$ cat src/rtl/wb_buffer.sv
// -----------------------------------------------------------------------------
// wb_buffer
//
// Writeback buffer between the MEM stage and the register file write port.
// Retiring results from MEM are formatted (load byte/halfword extraction and
// sign/zero extension), queued in a small FIFO, and drained one per cycle to
// the register file. Entries that are queued but not yet written are visible
// to the ID stage through two forwarding lookup ports; the youngest matching
// entry supplies the data.
//
// Parameters
//   DEPTH   FIFO entries (power of two, >= 2)
//   PTR_W   log2(DEPTH)
//
// Ports
//   clock        in   system clock, all state updates on posedge
//   reset_n      in   synchronous reset, active-low
//   mem_valid    in   MEM presents a retiring result
//   mem_ready    out  buffer can accept this cycle (depends on state only)
//   mem_wb_en    in   instruction writes rd
//   mem_rd       in   destination register
//   mem_is_load  in   mem_data is a raw aligned load word
//   mem_funct3   in   load width/sign select
//   mem_off      in   byte offset of the load address
//   mem_data     in   ALU result or raw load word
//   wb_hold      in   suppresses writeback this cycle
//   write        out  register file write enable
//   regw_addr    out  register file write address (0 when not writing)
//   regw_data    out  register file write data (0 when not writing)
//   fwd_addr1/2  in   forwarding lookup addresses
//   fwd_hit1/2   out  lookup matched a queued entry
//   fwd_data1/2  out  data of youngest match (0 when no hit)
//   empty        out  no queued entries
// -----------------------------------------------------------------------------
module wb_buffer #(
    parameter int DEPTH = 2,
    parameter int PTR_W = 1
) (
    input  logic        clock,
    input  logic        reset_n,

    input  logic        mem_valid,
    output logic        mem_ready,
    input  logic        mem_wb_en,
    input  logic [4:0]  mem_rd,
    input  logic        mem_is_load,
    input  logic [2:0]  mem_funct3,
    input  logic [1:0]  mem_off,
    input  logic [31:0] mem_data,

    input  logic        wb_hold,
    output logic        write,
    output logic [4:0]  regw_addr,
    output logic [31:0] regw_data,

    input  logic [4:0]  fwd_addr1,
    output logic        fwd_hit1,
    output logic [31:0] fwd_data1,
    input  logic [4:0]  fwd_addr2,
    output logic        fwd_hit2,
    output logic [31:0] fwd_data2,

    output logic        empty
);

    localparam logic [PTR_W:0]   FULL_CNT = (PTR_W+1)'(DEPTH);
    localparam logic [PTR_W:0]   CNT_ONE  = (PTR_W+1)'(1);
    localparam logic [PTR_W-1:0] PTR_ONE  = PTR_W'(1);

    localparam logic [2:0] F3_LB  = 3'b000;
    localparam logic [2:0] F3_LH  = 3'b001;
    localparam logic [2:0] F3_LW  = 3'b010;
    localparam logic [2:0] F3_LBU = 3'b100;
    localparam logic [2:0] F3_LHU = 3'b101;

    // -------------------------------------------------------------------------
    // Load formatting. Non-load results pass through untouched; reserved
    // funct3 encodings also return the raw word so nothing is silently mangled.
    // -------------------------------------------------------------------------
    function automatic logic [7:0] pick_byte(input logic [31:0] raw,
                                             input logic [1:0]  off);
        logic [7:0] b;
        case (off)
            2'd0:    b = raw[7:0];
            2'd1:    b = raw[15:8];
            2'd2:    b = raw[23:16];
            default: b = raw[31:24];
        endcase
        return b;
    endfunction

    function automatic logic [15:0] pick_half(input logic [31:0] raw,
                                              input logic        hi);
        // The low offset bit is ignored: halfword loads are aligned.
        return hi ? raw[31:16] : raw[15:0];
    endfunction

    function automatic logic [31:0] format_load(input logic        is_load,
                                                input logic [2:0]  funct3,
                                                input logic [1:0]  off,
                                                input logic [31:0] raw);
        logic [7:0]  b;
        logic [15:0] h;
        logic [31:0] res;
        b   = pick_byte(raw, off);
        h   = pick_half(raw, off[1]);
        res = raw;
        if (is_load) begin
            case (funct3)
                F3_LB:   res = {{24{b[7]}}, b};
                F3_LBU:  res = {24'b0, b};
                F3_LH:   res = {{16{h[15]}}, h};
                F3_LHU:  res = {16'b0, h};
                F3_LW:   res = raw;
                default: res = raw;
            endcase
        end
        return res;
    endfunction

    // -------------------------------------------------------------------------
    // Storage. Entry payload is not reset: validity is tracked by valid_q and
    // count_q, which are the only things reset has to clear.
    // -------------------------------------------------------------------------
    logic [31:0]      data_q [DEPTH];
    logic [4:0]       rd_q   [DEPTH];
    logic [DEPTH-1:0] valid_q, valid_d;
    logic [PTR_W-1:0] wr_ptr_q, wr_ptr_d;
    logic [PTR_W-1:0] rd_ptr_q, rd_ptr_d;
    logic [PTR_W:0]   count_q, count_d;

    logic        accept;
    logic        store;
    logic        pop;
    logic [31:0] enq_data;

    // Ready depends on registered state only, so there is no combinational
    // path from wb_hold or the drain side back into MEM.
    assign mem_ready = reset_n && (count_q < FULL_CNT);
    assign accept    = mem_valid && mem_ready;
    // Results that do not target a real register are consumed but not queued.
    assign store     = accept && mem_wb_en && (mem_rd != 5'd0);
    assign pop       = write;
    assign enq_data  = format_load(mem_is_load, mem_funct3, mem_off, mem_data);

    // -------------------------------------------------------------------------
    // Drain side: the head is presented and popped in the same cycle the
    // register file samples it.
    // -------------------------------------------------------------------------
    assign write     = reset_n && (count_q != '0) && !wb_hold;
    assign regw_addr = write ? rd_q[rd_ptr_q]   : 5'd0;
    assign regw_data = write ? data_q[rd_ptr_q] : 32'd0;
    assign empty     = !reset_n || (count_q == '0);

    // -------------------------------------------------------------------------
    // Next-state for pointers, count and valid bits
    // -------------------------------------------------------------------------
    always_comb begin
        wr_ptr_d = wr_ptr_q;
        rd_ptr_d = rd_ptr_q;
        count_d  = count_q;
        valid_d  = valid_q;

        if (pop) begin
            rd_ptr_d          = rd_ptr_q + PTR_ONE;
            valid_d[rd_ptr_q] = 1'b0;
        end
        if (store) begin
            wr_ptr_d          = wr_ptr_q + PTR_ONE;
            valid_d[wr_ptr_q] = 1'b1;
        end

        case ({store, pop})
            2'b10:   count_d = count_q + CNT_ONE;
            2'b01:   count_d = count_q - CNT_ONE;
            default: count_d = count_q;
        endcase
    end

    always_ff @(posedge clock) begin
        if (!reset_n) begin
            wr_ptr_q <= '0;
            rd_ptr_q <= '0;
            count_q  <= '0;
            valid_q  <= '0;
        end else begin
            wr_ptr_q <= wr_ptr_d;
            rd_ptr_q <= rd_ptr_d;
            count_q  <= count_d;
            valid_q  <= valid_d;
        end
    end

    always_ff @(posedge clock) begin
        if (store) begin
            data_q[wr_ptr_q] <= enq_data;
            rd_q[wr_ptr_q]   <= mem_rd;
        end
    end

    // -------------------------------------------------------------------------
    // Forwarding lookup. Entries are walked from head (oldest) towards the
    // tail so that a later match overrides an earlier one: youngest wins.
    // -------------------------------------------------------------------------
    always_comb begin
        logic [PTR_W-1:0] idx;
        idx       = '0;
        fwd_hit1  = 1'b0;
        fwd_data1 = 32'd0;
        if (reset_n && (fwd_addr1 != 5'd0)) begin
            for (int i = 0; i < DEPTH; i++) begin
                idx = rd_ptr_q + PTR_W'(i);
                if (valid_q[idx] && (rd_q[idx] == fwd_addr1)) begin
                    fwd_hit1  = 1'b1;
                    fwd_data1 = data_q[idx];
                end
            end
        end
    end

    always_comb begin
        logic [PTR_W-1:0] idx;
        idx       = '0;
        fwd_hit2  = 1'b0;
        fwd_data2 = 32'd0;
        if (reset_n && (fwd_addr2 != 5'd0)) begin
            for (int i = 0; i < DEPTH; i++) begin
                idx = rd_ptr_q + PTR_W'(i);
                if (valid_q[idx] && (rd_q[idx] == fwd_addr2)) begin
                    fwd_hit2  = 1'b1;
                    fwd_data2 = data_q[idx];
                end
            end
        end
    end

endmodule

$ cat config.mk
export PLATFORM = sky130hd
export DESIGN_NAME = wb_buffer
export DESIGN_NICKNAME = d
export VERILOG_FILES = /design/src/rtl/wb_buffer.sv
export SDC_FILE = /design/constraint.sdc
export NUM_CORES = 1
export LEC_CHECK = 0
export ABC_AREA = 1
export BUFFER_PORTS_ARGS = -buffer_cell sky130_fd_sc_hd__buf_2
export CAP_MARGIN = 20
export CELL_PAD_IN_SITES_DETAIL_PLACEMENT = 0
export CELL_PAD_IN_SITES_GLOBAL_PLACEMENT = 1
export CORE_AREA = 3 3 130 132
export CTS_BUF_LIST = sky130_fd_sc_hd__clkbuf_8
export DETAILED_ROUTE_END_ITERATION = 8
export DIE_AREA = 0 0 133 135
export PLACE_DENSITY_LB_ADDON = 0.1
export SKIP_CTS_REPAIR_TIMING = 1
export SLEW_MARGIN = 0
export SYNTH_ARGS = -nofsm -noshare
export SYNTH_HDL_FRONTEND = slang
export SYNTH_SLANG_ARGS = --single-unit
$ cat constraint.sdc
create_clock -name clock -period 3.07 [get_ports clock]
set_clock_uncertainty 0.05 [all_clocks]
set_input_delay 0.307 -clock clock [delete_from_list [all_inputs] [get_ports clock]]
set_output_delay 0.307 -clock clock [all_outputs]
set_load 0.05 [all_outputs]
==> impl_results.md <==
* Relative slew slack at 56.11%
* Top cell type's share of synthesized area at 36.88%
* CP max stage delay at 0.44 ns
* Critical path type: reg2out
* Crit-path cells: buf_4, nand2_1, nand3_1, nand2_1, nor2_1, nand3_1, nand2_1, nand2_1, buf_4, nor2_1, clkbuf_4
* Worst-skew pair later-pin latency at 0.34 ns
* WP data arrival at 2.49 ns
* Initial antenna violation count at 0
* Final Cycle Share at 92.59%
* Routability cong. at 0.9542
* Max-Cap Viols at 0
* Worst endpoint required time at 2.71 ns
* Pwr Density at 350.0 nW/um^2
* Hold crit path type: in2reg
* Finished Layout Cells at 1267
* Post-synthesis sequential area ratio at 39.20%
* Gr ovfl total at 0
* Setup violators final at 0
* RR Endpoint: data_q[0][18]$_DFFE_PP_
* Setup crit end: fwd_data2[18]
* Drt via density at 4.899
* # IOs at 164
* R2R Setup Slk at 1.13 ns
* Root Buffer: clkbuf_8
* Drt total wl at 19180 um
* GRT Overall Usage at 20.57%
* FF-to-FF path depth at 4
* Port Buffers at 163
* Leakage at 3.564 nW
* Synth top cells by count: nand2_1 (282), nor2_1 (155), o21ai_0 (82), edfxtp_1 (74), inv_1 (71)
* Die Area at 17960 sq um
* Post-route ant nets at 0
* Via count at 6207
* Top-count cell post-synth: nand2_1
* Critical path's slowest cell: dfxtp_4
* Die Wd at 133 um
* Synthesized cell area at 6026 sq um
* Syn Inst Count at 904
* Clock net sink count at 81
* Post-synth net total at 963
* Setup crit end kind: primary output
* Synth top area cells: edfxtp_1 (37%), nand2_1 (18%), nor2_1 (9.7%)
* Most frequent CP cell: nand2_1
* Final hold violations at 0
* Synth Flop Type: edfxtp_1
* Avg Inst Size Synth at 6.666 sq um
* Die extent in y at 135 um
* TritonCTS clock tree: built
* Wirelength per Cell at 15.14 um
* Worst VDD drop at 174.3 uV
* Largest area contributor in the netlist: edfxtp_1
* Antenna diodes at 0
* Largest net degree at the start of global routing at 46
* CTS clk-pin slew, worst paths at 0.08 ns
* Worst path top cell family by delay: simple AND/OR/NAND/NOR gates
* Slew at the pin with the worst max-slew slack at 0.6577 ns
* Filler cells at 1699
* Global-route wire length before repair at 29790 um
* RSZ-0062 raised after global routing: false
* Core area at 15830 sq um
* CP Max Fanout at 20
* Post-DP HPWL at 14520 um
* Cells after DPL at 1251
* Slew Viols, Final at 0
* Starting density of the core at 38.07%
* Outcome: finished clean
* Buffers & Inverters on Critical Path at 3
* Worst path depth at 11
* Post-synthesis cell type count at 32
* Share of cells above drive strength 1 at 20.84%
* CTS Buf Count at 9
* Row count at 46
* Startpoint types: register
* FF+latch count, synth at 81
* Post-synth EDFFs at 74
* Longest Clk Path Bufs at 2
* Placed Area at 7063 sq um
* Final core utilization at 46.13%
* Vias in the first global route at 5574
* DRC errors left at 0
* Fmax at 351.8 MHz
* Nets at 1105
* Tmin final at 2.843 ns
* Area growth syn-to-layout at 21.16%
* Detailed Route Iter0 Violations at 365
* DRT Pass-1 Iters at 7
* Design Area, Final at 7301 sq um
* Ys async rst share at 0%
* R2R Path Start: count_q[1]$_SDFFE_PN0P_
* Ys Warns at 0
* H-Tree Depth at 3
-- placed cells by master, fill, tap and decap left out, types with 2 or more instances in the layout --
cell type,count
a21oi_1,22
a22oi_1,6
a31oi_1,8
buf_12,4
buf_2,160
buf_4,15
bufinv_16,2
clkbuf_4,3
clkbuf_8,9
clkinv_2,2
dfxtp_1,5
dfxtp_4,2
edfxtp_1,74
inv_1,72
inv_2,6
nand2_1,282
nand2_2,4
nand3_1,33
nand3_2,2
nand3b_1,31
nand4_1,3
nor2_1,152
nor2_2,2
nor2_4,3
nor3_1,11
o211ai_1,13
o21ai_0,81
o21ai_1,33
-- report_power, final --
| part | switching (mW) | leakage, nW | internal (mW) |
|---|---|---|---|
| logic | 0.336 | 2.72 | 0.147 |
| registers | 0.0165 | 0.733 | 1.24 |
| clock network | 0.368 | 0.112 | 0.451 |
-- per-layer routing --
| layer | part of all wire [%] | GRT usage (%) | wire, um |
|---|---|---|---|
| met4 | 0.72 | 3.811 | 138 |
| met1 | 47 | 28.78 | 8950 |
| met2 | 46 | 34.51 | 8916 |
| met3 | 6.1 | 2.757 | 1173 |
| met5 | 0 | 0 | 0 |
-- cell families after synthesis --
| group | Yosys count | share of synthesized area [%] |
|---|---|---|
| xor gates and xnor gates | 1 | 0.1454 |
| and+or+nand+nor | 525 | 36.38 |
| adders and majority gates | 1 | 0.2076 |
| muxes | 1 | 0.1661 |
| DFF | 81 | 39.20 |
| AOI/OAI and AO/OA | 166 | 14.85 |
| buffers and inverters | 129 | 9.053 |
-- per-stage QoR --
stage | TNS [ns] | hold slack (ns) | setup slack, ns | power, mW
2_1_floorplan | -30.32 | 0.3559 | -0.3958 | 1.596
3_3_place_gp | 0 | 0.4101 | 0.4057 | 1.761
3_5_place_dp | 0 | 0.4170 | 0.3594 | 1.760
4_1_cts | -0.03203 | 0.09975 | -0.03203 | 2.571
5_1_grt | 0 | 0.1044 | 0.01374 | 2.675
6_report | 0 | 0.1206 | 0.2275 | 2.555
-- registers in the layout, summed over array words and instances (netlist names), named ones only --
signal / count
valid_q: 2
rd_ptr_q: 1
wr_ptr_q: 1
rd_q: 10
count_q: 2
data_q: 64
-- layout make-up --
class                   instances  area (sq um)  share of cell area [%]
clock inverters                 7         86.33                   1.183
flip-flops and latches         81          2370                   32.46
clock buffers                   9         123.9                   1.697
well taps                     216         270.3                   3.702
inverters                      78         295.3                   4.045
repair buffers                182          1016                   13.92
multi-input cells             694          3139                   43.00
-- how the worst min path moves through the flow --
stage,cells past startpoint,to,start,slack (ns)
after floorplan,0,rd_q[0][0]$_DFFE_PP_,mem_rd[0],0.36
after global placement,1,count_q[1]$_SDFFE_PN0P_,count_q[1]$_SDFFE_PN0P_,0.41
after detailed placement,1,count_q[1]$_SDFFE_PN0P_,count_q[1]$_SDFFE_PN0P_,0.42
after CTS,1,rd_q[1][3]$_DFFE_PP_,mem_rd[3],0.1
after global routing,1,rd_q[1][3]$_DFFE_PP_,mem_rd[3],0.10
final,1,rd_q[1][3]$_DFFE_PP_,mem_rd[3],0.12
(Power assumes the default switching activity.)
